--- src/rtl/vx_issue_pkg.sv ---
`default_nettype none
// ----------------------------------------------------------------------------
// Module : vx_issue_pkg
// Desc   : Shared types, widths and helpers for the issue stage.
// Rev    : 1.0 - initial release
// ----------------------------------------------------------------------------
package vx_issue_pkg;

  // Default configuration of the issue stage
  localparam int NUM_THREADS_DEF = 4;
  localparam int NUM_REGS_DEF    = 64;
  localparam int NUM_EX_DEF      = 5;
  localparam int REG_W           = $clog2(NUM_REGS_DEF);
  localparam int EX_W            = $clog2(NUM_EX_DEF);

  // Execute-unit types
  typedef enum logic [EX_W-1:0] {
    EX_ALU = 3'd0,
    EX_LSU = 3'd1,
    EX_CSR = 3'd2,
    EX_FPU = 3'd3,
    EX_GPU = 3'd4
  } ex_type_t;

  // One decoded instruction as presented on a warp slot
  typedef struct packed {
    logic [NUM_THREADS_DEF-1:0] tmask;
    ex_type_t                   ex;
    logic                       wb;
    logic [REG_W-1:0]           rd;
    logic [REG_W-1:0]           rs1;
    logic [REG_W-1:0]           rs2;
    logic [REG_W-1:0]           rs3;
  } issue_slot_t;

  // Number of set bits in a (zero-extended) mask of up to 64 bits
  function automatic logic [6:0] popcount(input logic [63:0] v);
    logic [6:0] cnt;
    cnt = '0;
    for (int i = 0; i < 64; i++) begin
      cnt = cnt + 7'(v[i]);
    end
    return cnt;
  endfunction

endpackage
`default_nettype wire

--- src/rtl/vx_rr_picker.sv ---
`default_nettype none
// ----------------------------------------------------------------------------
// Module : vx_rr_picker
// Desc   : Combinational round-robin picker. Selects the first requester at
//          or after ptr (wrapping) and reports it one-hot and as an index.
// Rev    : 1.0 - initial release
// ----------------------------------------------------------------------------
module vx_rr_picker
  import vx_issue_pkg::*;
#(
  parameter int N     = 4,
  localparam int IDX_W = $clog2(N)
) (
  input  logic [N-1:0]     req,
  input  logic [IDX_W-1:0] ptr,
  output logic [N-1:0]     grant,
  output logic [IDX_W-1:0] grant_idx,
  output logic             grant_valid
);

  // Scan N positions starting at ptr; the first active request wins
  always_comb begin
    logic [IDX_W-1:0] w_idx;
    grant       = '0;
    grant_idx   = '0;
    grant_valid = 1'b0;
    w_idx       = '0;
    for (int i = 0; i < N; i++) begin
      w_idx = IDX_W'((int'(ptr) + i) % N);
      if (!grant_valid && req[w_idx]) begin
        grant_valid  = 1'b1;
        grant_idx    = w_idx;
        grant[w_idx] = 1'b1;
      end
    end
  end

endmodule
`default_nettype wire

--- src/rtl/vx_issue_sched.sv ---
`default_nettype none
// ----------------------------------------------------------------------------
// Module : vx_issue_sched
// Desc   : Multi-slot issue scheduler. Per-slot register scoreboard, round-
//          robin pick of one hazard-free slot per cycle, registered output
//          stage towards the execute units, issue perf counters.
// Rev    : 1.0 - initial release
// ----------------------------------------------------------------------------
module vx_issue_sched
  import vx_issue_pkg::*;
#(
  parameter int NUM_SLOTS   = 4,
  parameter int NUM_THREADS = 4,
  parameter int NUM_REGS    = 64,
  parameter int NUM_EX      = 5,
  parameter int CTR_W       = 44,
  localparam int REG_BITS   = $clog2(NUM_REGS),
  localparam int EX_BITS    = $clog2(NUM_EX),
  localparam int SLOT_BITS  = $clog2(NUM_SLOTS)
) (
  input  logic                           clk,
  input  logic                           reset_n,
  input  logic [NUM_SLOTS-1:0]           in_valid,
  output logic [NUM_SLOTS-1:0]           in_ready,
  input  logic [NUM_SLOTS*NUM_THREADS-1:0] in_tmask,
  input  logic [NUM_SLOTS*EX_BITS-1:0]   in_ex,
  input  logic [NUM_SLOTS-1:0]           in_wb,
  input  logic [NUM_SLOTS*REG_BITS-1:0]  in_rd,
  input  logic [NUM_SLOTS*REG_BITS-1:0]  in_rs1,
  input  logic [NUM_SLOTS*REG_BITS-1:0]  in_rs2,
  input  logic [NUM_SLOTS*REG_BITS-1:0]  in_rs3,
  input  logic                           wb_valid,
  input  logic [SLOT_BITS-1:0]           wb_slot,
  input  logic [REG_BITS-1:0]            wb_rd,
  input  logic                           wb_eop,
  output logic                           out_valid,
  input  logic                           out_ready,
  output logic [SLOT_BITS-1:0]           out_slot,
  output logic [NUM_THREADS-1:0]         out_tmask,
  output logic [EX_BITS-1:0]             out_ex,
  output logic [REG_BITS-1:0]            out_rd,
  output logic                           out_wb,
  output logic [CTR_W-1:0]               perf_active_threads,
  output logic [CTR_W-1:0]               perf_scb_stalls,
  output logic [NUM_EX*CTR_W-1:0]        perf_unit_stalls
);

  localparam logic [EX_BITS-1:0]   c_ex_last   = EX_BITS'(NUM_EX - 1);
  localparam logic [SLOT_BITS-1:0] c_slot_last = SLOT_BITS'(NUM_SLOTS - 1);

  logic [NUM_THREADS-1:0] w_tmask [NUM_SLOTS];
  logic [EX_BITS-1:0]     w_ex    [NUM_SLOTS];
  logic [REG_BITS-1:0]    w_rd    [NUM_SLOTS];
  logic [REG_BITS-1:0]    w_rs1   [NUM_SLOTS];
  logic [REG_BITS-1:0]    w_rs2   [NUM_SLOTS];
  logic [REG_BITS-1:0]    w_rs3   [NUM_SLOTS];

  logic [NUM_REGS-1:0]    r_busy  [NUM_SLOTS];
  logic [SLOT_BITS-1:0]   r_rr_ptr;
  logic [CTR_W-1:0]       r_unit_stalls [NUM_EX];

  logic [NUM_SLOTS-1:0]   w_hazard;
  logic [NUM_SLOTS-1:0]   w_eligible;
  logic [NUM_SLOTS-1:0]   w_req;
  logic [NUM_SLOTS-1:0]   w_grant;
  logic [SLOT_BITS-1:0]   w_grant_idx;
  logic                   w_grant_valid;
  logic                   w_can_load;
  logic                   w_scb_stall;
  logic [EX_BITS-1:0]     w_unit_idx;

  logic [NUM_THREADS-1:0] w_sel_tmask;
  logic [EX_BITS-1:0]     w_sel_ex;
  logic [REG_BITS-1:0]    w_sel_rd;
  logic                   w_sel_wb;

  // Unpack per-slot fields and evaluate hazards against the registered scoreboard
  generate
    for (genvar s = 0; s < NUM_SLOTS; s++) begin : g_slot
      assign w_tmask[s] = in_tmask[s*NUM_THREADS +: NUM_THREADS];
      assign w_ex[s]    = in_ex[s*EX_BITS +: EX_BITS];
      assign w_rd[s]    = in_rd[s*REG_BITS +: REG_BITS];
      assign w_rs1[s]   = in_rs1[s*REG_BITS +: REG_BITS];
      assign w_rs2[s]   = in_rs2[s*REG_BITS +: REG_BITS];
      assign w_rs3[s]   = in_rs3[s*REG_BITS +: REG_BITS];
      assign w_hazard[s] = r_busy[s][w_rs1[s]] | r_busy[s][w_rs2[s]] | r_busy[s][w_rs3[s]]
                         | (in_wb[s] & r_busy[s][w_rd[s]]);
    end
  endgenerate

  assign w_eligible = in_valid & ~w_hazard;
  assign w_can_load = ~out_valid | out_ready;
  // Nothing is offered while reset is asserted
  assign w_req      = w_eligible & {NUM_SLOTS{w_can_load & reset_n}};
  assign in_ready   = w_grant;

  assign w_scb_stall = (|in_valid) & ~(|w_eligible) & (|(in_valid & w_hazard));

  vx_rr_picker #(.N(NUM_SLOTS)) u_picker (
    .req         (w_req),
    .ptr         (r_rr_ptr),
    .grant       (w_grant),
    .grant_idx   (w_grant_idx),
    .grant_valid (w_grant_valid)
  );

  assign w_sel_tmask = w_tmask[w_grant_idx];
  assign w_sel_ex    = w_ex[w_grant_idx];
  assign w_sel_rd    = w_rd[w_grant_idx];
  assign w_sel_wb    = in_wb[w_grant_idx];

  // Out-of-range unit codes are accounted on the last unit
  assign w_unit_idx = (out_ex > c_ex_last) ? c_ex_last : out_ex;

  // Round-robin pointer advances past each winner, holds otherwise
  always_ff @(posedge clk or negedge reset_n) begin
    if (!reset_n) begin
      r_rr_ptr <= '0;
    end else if (w_grant_valid) begin
      r_rr_ptr <= (w_grant_idx == c_slot_last) ? '0 : w_grant_idx + SLOT_BITS'(1);
    end
  end

  // Output stage: load on grant, drop when drained with nothing new, else hold
  always_ff @(posedge clk or negedge reset_n) begin
    if (!reset_n) begin
      out_valid <= 1'b0;
      out_slot  <= '0;
      out_tmask <= '0;
      out_ex    <= '0;
      out_rd    <= '0;
      out_wb    <= 1'b0;
    end else if (w_grant_valid) begin
      out_valid <= 1'b1;
      out_slot  <= w_grant_idx;
      out_tmask <= w_sel_tmask;
      out_ex    <= w_sel_ex;
      out_rd    <= w_sel_rd;
      out_wb    <= w_sel_wb;
    end else if (out_ready) begin
      out_valid <= 1'b0;
    end
  end

  // Scoreboard: release on final writeback beat, reserve rd on issue (x0 never reserved)
  always_ff @(posedge clk or negedge reset_n) begin
    if (!reset_n) begin
      for (int s = 0; s < NUM_SLOTS; s++) begin
        r_busy[s] <= '0;
      end
    end else begin
      if (wb_valid && wb_eop) begin
        r_busy[wb_slot][wb_rd] <= 1'b0;
      end
      if (w_grant_valid && w_sel_wb && (w_sel_rd != '0)) begin
        r_busy[w_grant_idx][w_sel_rd] <= 1'b1;
      end
    end
  end

  // Issue-side perf counters: active threads per grant and hazard-blocked cycles
  always_ff @(posedge clk or negedge reset_n) begin
    if (!reset_n) begin
      perf_active_threads <= '0;
      perf_scb_stalls     <= '0;
    end else begin
      if (w_grant_valid) begin
        perf_active_threads <= perf_active_threads + CTR_W'(popcount(64'(w_sel_tmask)));
      end
      if (w_scb_stall) begin
        perf_scb_stalls <= perf_scb_stalls + CTR_W'(1);
      end
    end
  end

  // Per-unit backpressure counters
  always_ff @(posedge clk or negedge reset_n) begin
    if (!reset_n) begin
      for (int u = 0; u < NUM_EX; u++) begin
        r_unit_stalls[u] <= '0;
      end
    end else if (out_valid && !out_ready) begin
      r_unit_stalls[w_unit_idx] <= r_unit_stalls[w_unit_idx] + CTR_W'(1);
    end
  end

  generate
    for (genvar u = 0; u < NUM_EX; u++) begin : g_unit
      assign perf_unit_stalls[u*CTR_W +: CTR_W] = r_unit_stalls[u];
    end
  endgenerate

  a_ex_legal: assert property (@(posedge clk) disable iff (!reset_n)
                               out_valid |-> (out_ex <= c_ex_last));

endmodule
`default_nettype wire

--- config.mk ---
export PLATFORM = sky130hd
export DESIGN_NAME = vx_issue_sched
export DESIGN_NICKNAME = d
export VERILOG_FILES = /design/src/rtl/vx_issue_pkg.sv /design/src/rtl/vx_rr_picker.sv /design/src/rtl/vx_issue_sched.sv
export SDC_FILE = /design/constraint.sdc
export NUM_CORES = 1
export LEC_CHECK = 0
export BUFFER_PORTS_ARGS = -buffer_cell sky130_fd_sc_hd__buf_2
export CORE_MARGIN = 2
export CORE_UTILIZATION = 50
export DETAILED_ROUTE_END_ITERATION = 7
export HOLD_SLACK_MARGIN = 0.12
export PLACE_DENSITY_LB_ADDON = 0.25
export SLEW_MARGIN = 25
export SYNTH_ARGS = -nofsm -noshare
export SYNTH_HDL_FRONTEND = slang
export SYNTH_SLANG_ARGS = --single-unit
--- constraint.sdc ---
create_clock -name clk -period 9.2 [get_ports clk]
set_input_delay 0.92 -clock clk [delete_from_list [all_inputs] [get_ports clk]]
set_output_delay 0.92 -clock clk [all_outputs]
set_load 0.01 [all_outputs]
==> results.sh <==
export IMPL_slew_viol_final=0
export IMPL_p_comb_share_pct=38.9
export IMPL_gp_congestion=1.02
export IMPL_nets=3929
export IMPL_final_setup_viol_count=0
export IMPL_worst_slew_margin_rel_pct=17.6
export IMPL_ys_seq_area_share_pct=40.3
export IMPL_synth_edf_count=0
export IMPL_cp_slowest_cell="nor2_1"
export IMPL_cp_top_family="simple AND/OR/NAND/NOR gates"
export IMPL_fin_worst_skew_ns=0.0428
export IMPL_die_h_um=273
export IMPL_die_x_um=273
export IMPL_first_iter_violations=4206
export IMPL_fin_crit_ns=7.54
export IMPL_clock_latency_ns=0.67
export IMPL_power_frac_seq_pct=37.2
export IMPL_synth_xor_area_share_pct=3.10
export IMPL_cp_end_kind="flip-flop"
export IMPL_grt_max_degree=93
export IMPL_antenna_found_initial=12
export IMPL_clkTransAtPathRegs_ns=0.06
export IMPL_finalSetupTns_ns=0
export IMPL_status="completed"
export IMPL_cts_tree="built"
export IMPL_final_cell_mix="o21ai_0 (637), dfrtp_1 (580), buf_2 (472)"
export IMPL_avgViaCountPerCell=6.70
export IMPL_hold_buffers=0
export IMPL_reg2reg_from="r_busy[135]$_DFF_PN0_"
export IMPL_synth_top_area_cell="dfrtp_1"
export IMPL_critPathKind="in -> reg"
export IMPL_synth_top_area_share_pct=40.3
export IMPL_cts_buffers_inserted=61
export IMPL_drc=0
export IMPL_rsz0062_at_grt="false"
export IMPL_power_internal_mw=6.26
export IMPL_grt_use_total_pct=37.3
export IMPL_min_path_type="in -> async"
export IMPL_cp_required_ns=9.72
export IMPL_syn_nets=3601
export IMPL_tightest_slew_ns=1.24
export IMPL_cts_buffer_depth=3
export IMPL_p_sw_mw=4.31
export IMPL_area_growth_pct=13.9
export IMPL_synth_area_mux_share_pct=27.5
export IMPL_arrival_ns=8.06
export IMPL_syn_area_mm2=0.0362
export IMPL_timing_fmax_mhz=133
export IMPL_max_stage_delay_ns=0.68
export IMPL_postCtsSetupBuffers=0
export IMPL_cpMostUsedCell="fa_1"
export IMPL_synth_cell_types=81
export IMPL_pwr_share_clk_pct=23.9
export IMPL_hold_viol=0
export IMPL_fillers=6119
export IMPL_dpl_hpwl_um=101000
export IMPL_layout_drive_gt1_share_pct=28.8
export IMPL_die_area_mm2=0.0746
export IMPL_cp_max_fo=28
export IMPL_ys_warn_count=0
export IMPL_vdd_ir_drop_max_mv=0.189
export IMPL_p_sw_share_pct=40.8
export IMPL_avgRoutedWirePerCell_um=29.4
export IMPL_crit_buf_inv=3
export IMPL_worstPathCellList="buf_2, mux4_2, mux4_2, nor2_1, o41ai_1, nor4bb_1, buf_4, nand3_1, nand4_1, mux2i_1, mux2i_4, nand2_1, o21ai_0, fa_1, fa_1, inv_1, fa_1, nand2_1, nor3_1, nand2b_1, nor2_1, nand3_1, xnor2_1"
export IMPL_overflow=0
export IMPL_fp_coreArea_mm2=0.0716
export IMPL_critPathLaunch="in_rd[0]"
export IMPL_synth_fa_ha_area_share_pct=0.546
export IMPL_power_density_mw_per_mm2=256
export IMPL_drt_wl_total_um=141000
export IMPL_synth_compound_area_share_pct=12.7
export IMPL_synthSimpleGateAreaFrac_pct=12.5
export IMPL_synth_cells=3442
export IMPL_layout_commonest_cell="o21ai_0"
export IMPL_cts_resized=0
export IMPL_start_kind="input pin"
export IMPL_htree_levels=2
export IMPL_drv_cap=0
export IMPL_syn_area_per_cell_um2=10.5
export IMPL_rows=98
export IMPL_clockRootBuffer="clkbuf_16"
export IMPL_num_vias=32124
export IMPL_dr_pass1_iters=5
export IMPL_p_leak_nw=18.2
export IMPL_synth_top_family_by_area="multiplexers"
export IMPL_fin_util_pct=57.6
export IMPL_synthFlopType="dfrtp_1"
export IMPL_ys_ff_latch=583
export IMPL_netlist_top_cells_area="dfrtp_1 (40%), mux4_2 (16%), o21ai_0 (8.8%), mux2_2 (5.9%), mux2i_1 (5.6%)"
export IMPL_ioPinCount=474
export IMPL_post_route_period_util_pct=81.9
export IMPL_place_port_buffers=473
export IMPL_grt_pass1_vias=30260
export IMPL_whs_ns=0.280
export IMPL_antenna_left=0
export IMPL_grt_pass1_wl_um=207000
export IMPL_synthArstFlopShare_pct=100
export IMPL_initial_core_util_pct=50.6
export IMPL_cts_sinks=583
-- cell families (layout without fill, tap and decap cells) --
group	after synthesis	after routing
flops	583	583
xor+xnor	128	128
fa+ha+maj	14	14
simple gates	941	941
other cells	0	25
compound gates	829	829
buf+inv	297	675
mux	650	650
-- Yosys cell counts (22+ instances only) --
cell	instances
mux2i_1	203
inv_1	45
dfrtp_1	583
a21oi_1	24
nand2_1	451
buf_2	37
xor2_1	29
nand3_1	83
nand2b_1	33
nor2_1	100
and3_1	37
nand4_1	44
mux4_2	257
o21ai_0	637
nor2b_1	40
xnor2_1	99
nor3_1	32
clkbuf_1	184
nand3b_1	22
o21ai_1	26
mux2_2	189
-- state kept, by name (all words and copies together), names as in the netlist --
signal               cells
out_ex                   3
out_rd                   6
out_slot                 2
out_tmask                4
out_valid                1
out_wb                   1
perf_active_threads     44
perf_scb_stalls         44
perf_unit_stalls       220
r_busy                 256
r_rr_ptr                 2
-- layer usage --
layer | up-vias | part of all wire, % | track usage (%)
met3 | 424 | 13 | 10.7
met2 | 2264 | 43 | 54.8
met1 | 15946 | 37 | 49.5
li1 | 13478 | - | -
met4 | 12 | 6.8 | 21.4
met5 | - | 0.064 | 0
-- worst reg2reg max path: cells and delay by family (launching register included) --
family	cells	cell delay, ns
simple gates	10	3.07
mux	5	1.91
fa+ha+maj	3	1.11
flops	1	0.49
xor+xnor	1	0.17
compound gates	1	0.14
buf+inv	1	0.09
-- worst paths after layout --
kind	endpoint	slack, ns	depth (start not counted)
max in group asynchronous	r_busy[93]$_DFF_PN0_	5.44	5
worst min-delay path	perf_unit_stalls[102]$_DFFE_PN0P_	0.28	1
worst max register to register	perf_active_threads[32]$_DFFE_PN0P_	2.06	21
worst max-delay path	perf_active_threads[32]$_DFFE_PN0P_	1.66	23
worst min register to register	out_slot[0]$_DFFE_PN0P_	0.47	2
min in group clk	out_slot[0]$_DFFE_PN0P_	0.47	2
-- per-stage QoR --
stage                     power [mW]  instances  area, µm²  worst slack (ns)
after floorplan                 6.29       3442      36200              1.79
after global placement          7.90       4654      39100              1.32
after detailed placement        7.99       4655      39100              1.11
after CTS                       10.5       4768      41200              1.77
after global routing            11.1       4776      41200              1.06
final                           10.6       4795      41300              1.66
-- final cells by class --
class                   count  area [µm²]  area share [%]
well taps                 950        1190            2.88
clock buffers              84        1730            4.20
clock inverters            29         300           0.728
inverters                  48         180           0.437
diodes                     25        62.6           0.152
multi-input cells        2562       20500            49.7
repair buffers            514        2720            6.58
flip-flops and latches    583       14600            35.4
-- power by group through the flow --
stage	Sequential (mW)	Clock [mW]	Combinational (mW)
after floorplan	3.87	0	2.41
after global placement	3.91	0	3.99
after detailed placement	3.94	0	4.05
after CTS	3.90	2.55	4.07
after global routing	4.01	2.65	4.43
final	3.94	2.53	4.11
Power figures use the tool's default switching activity.
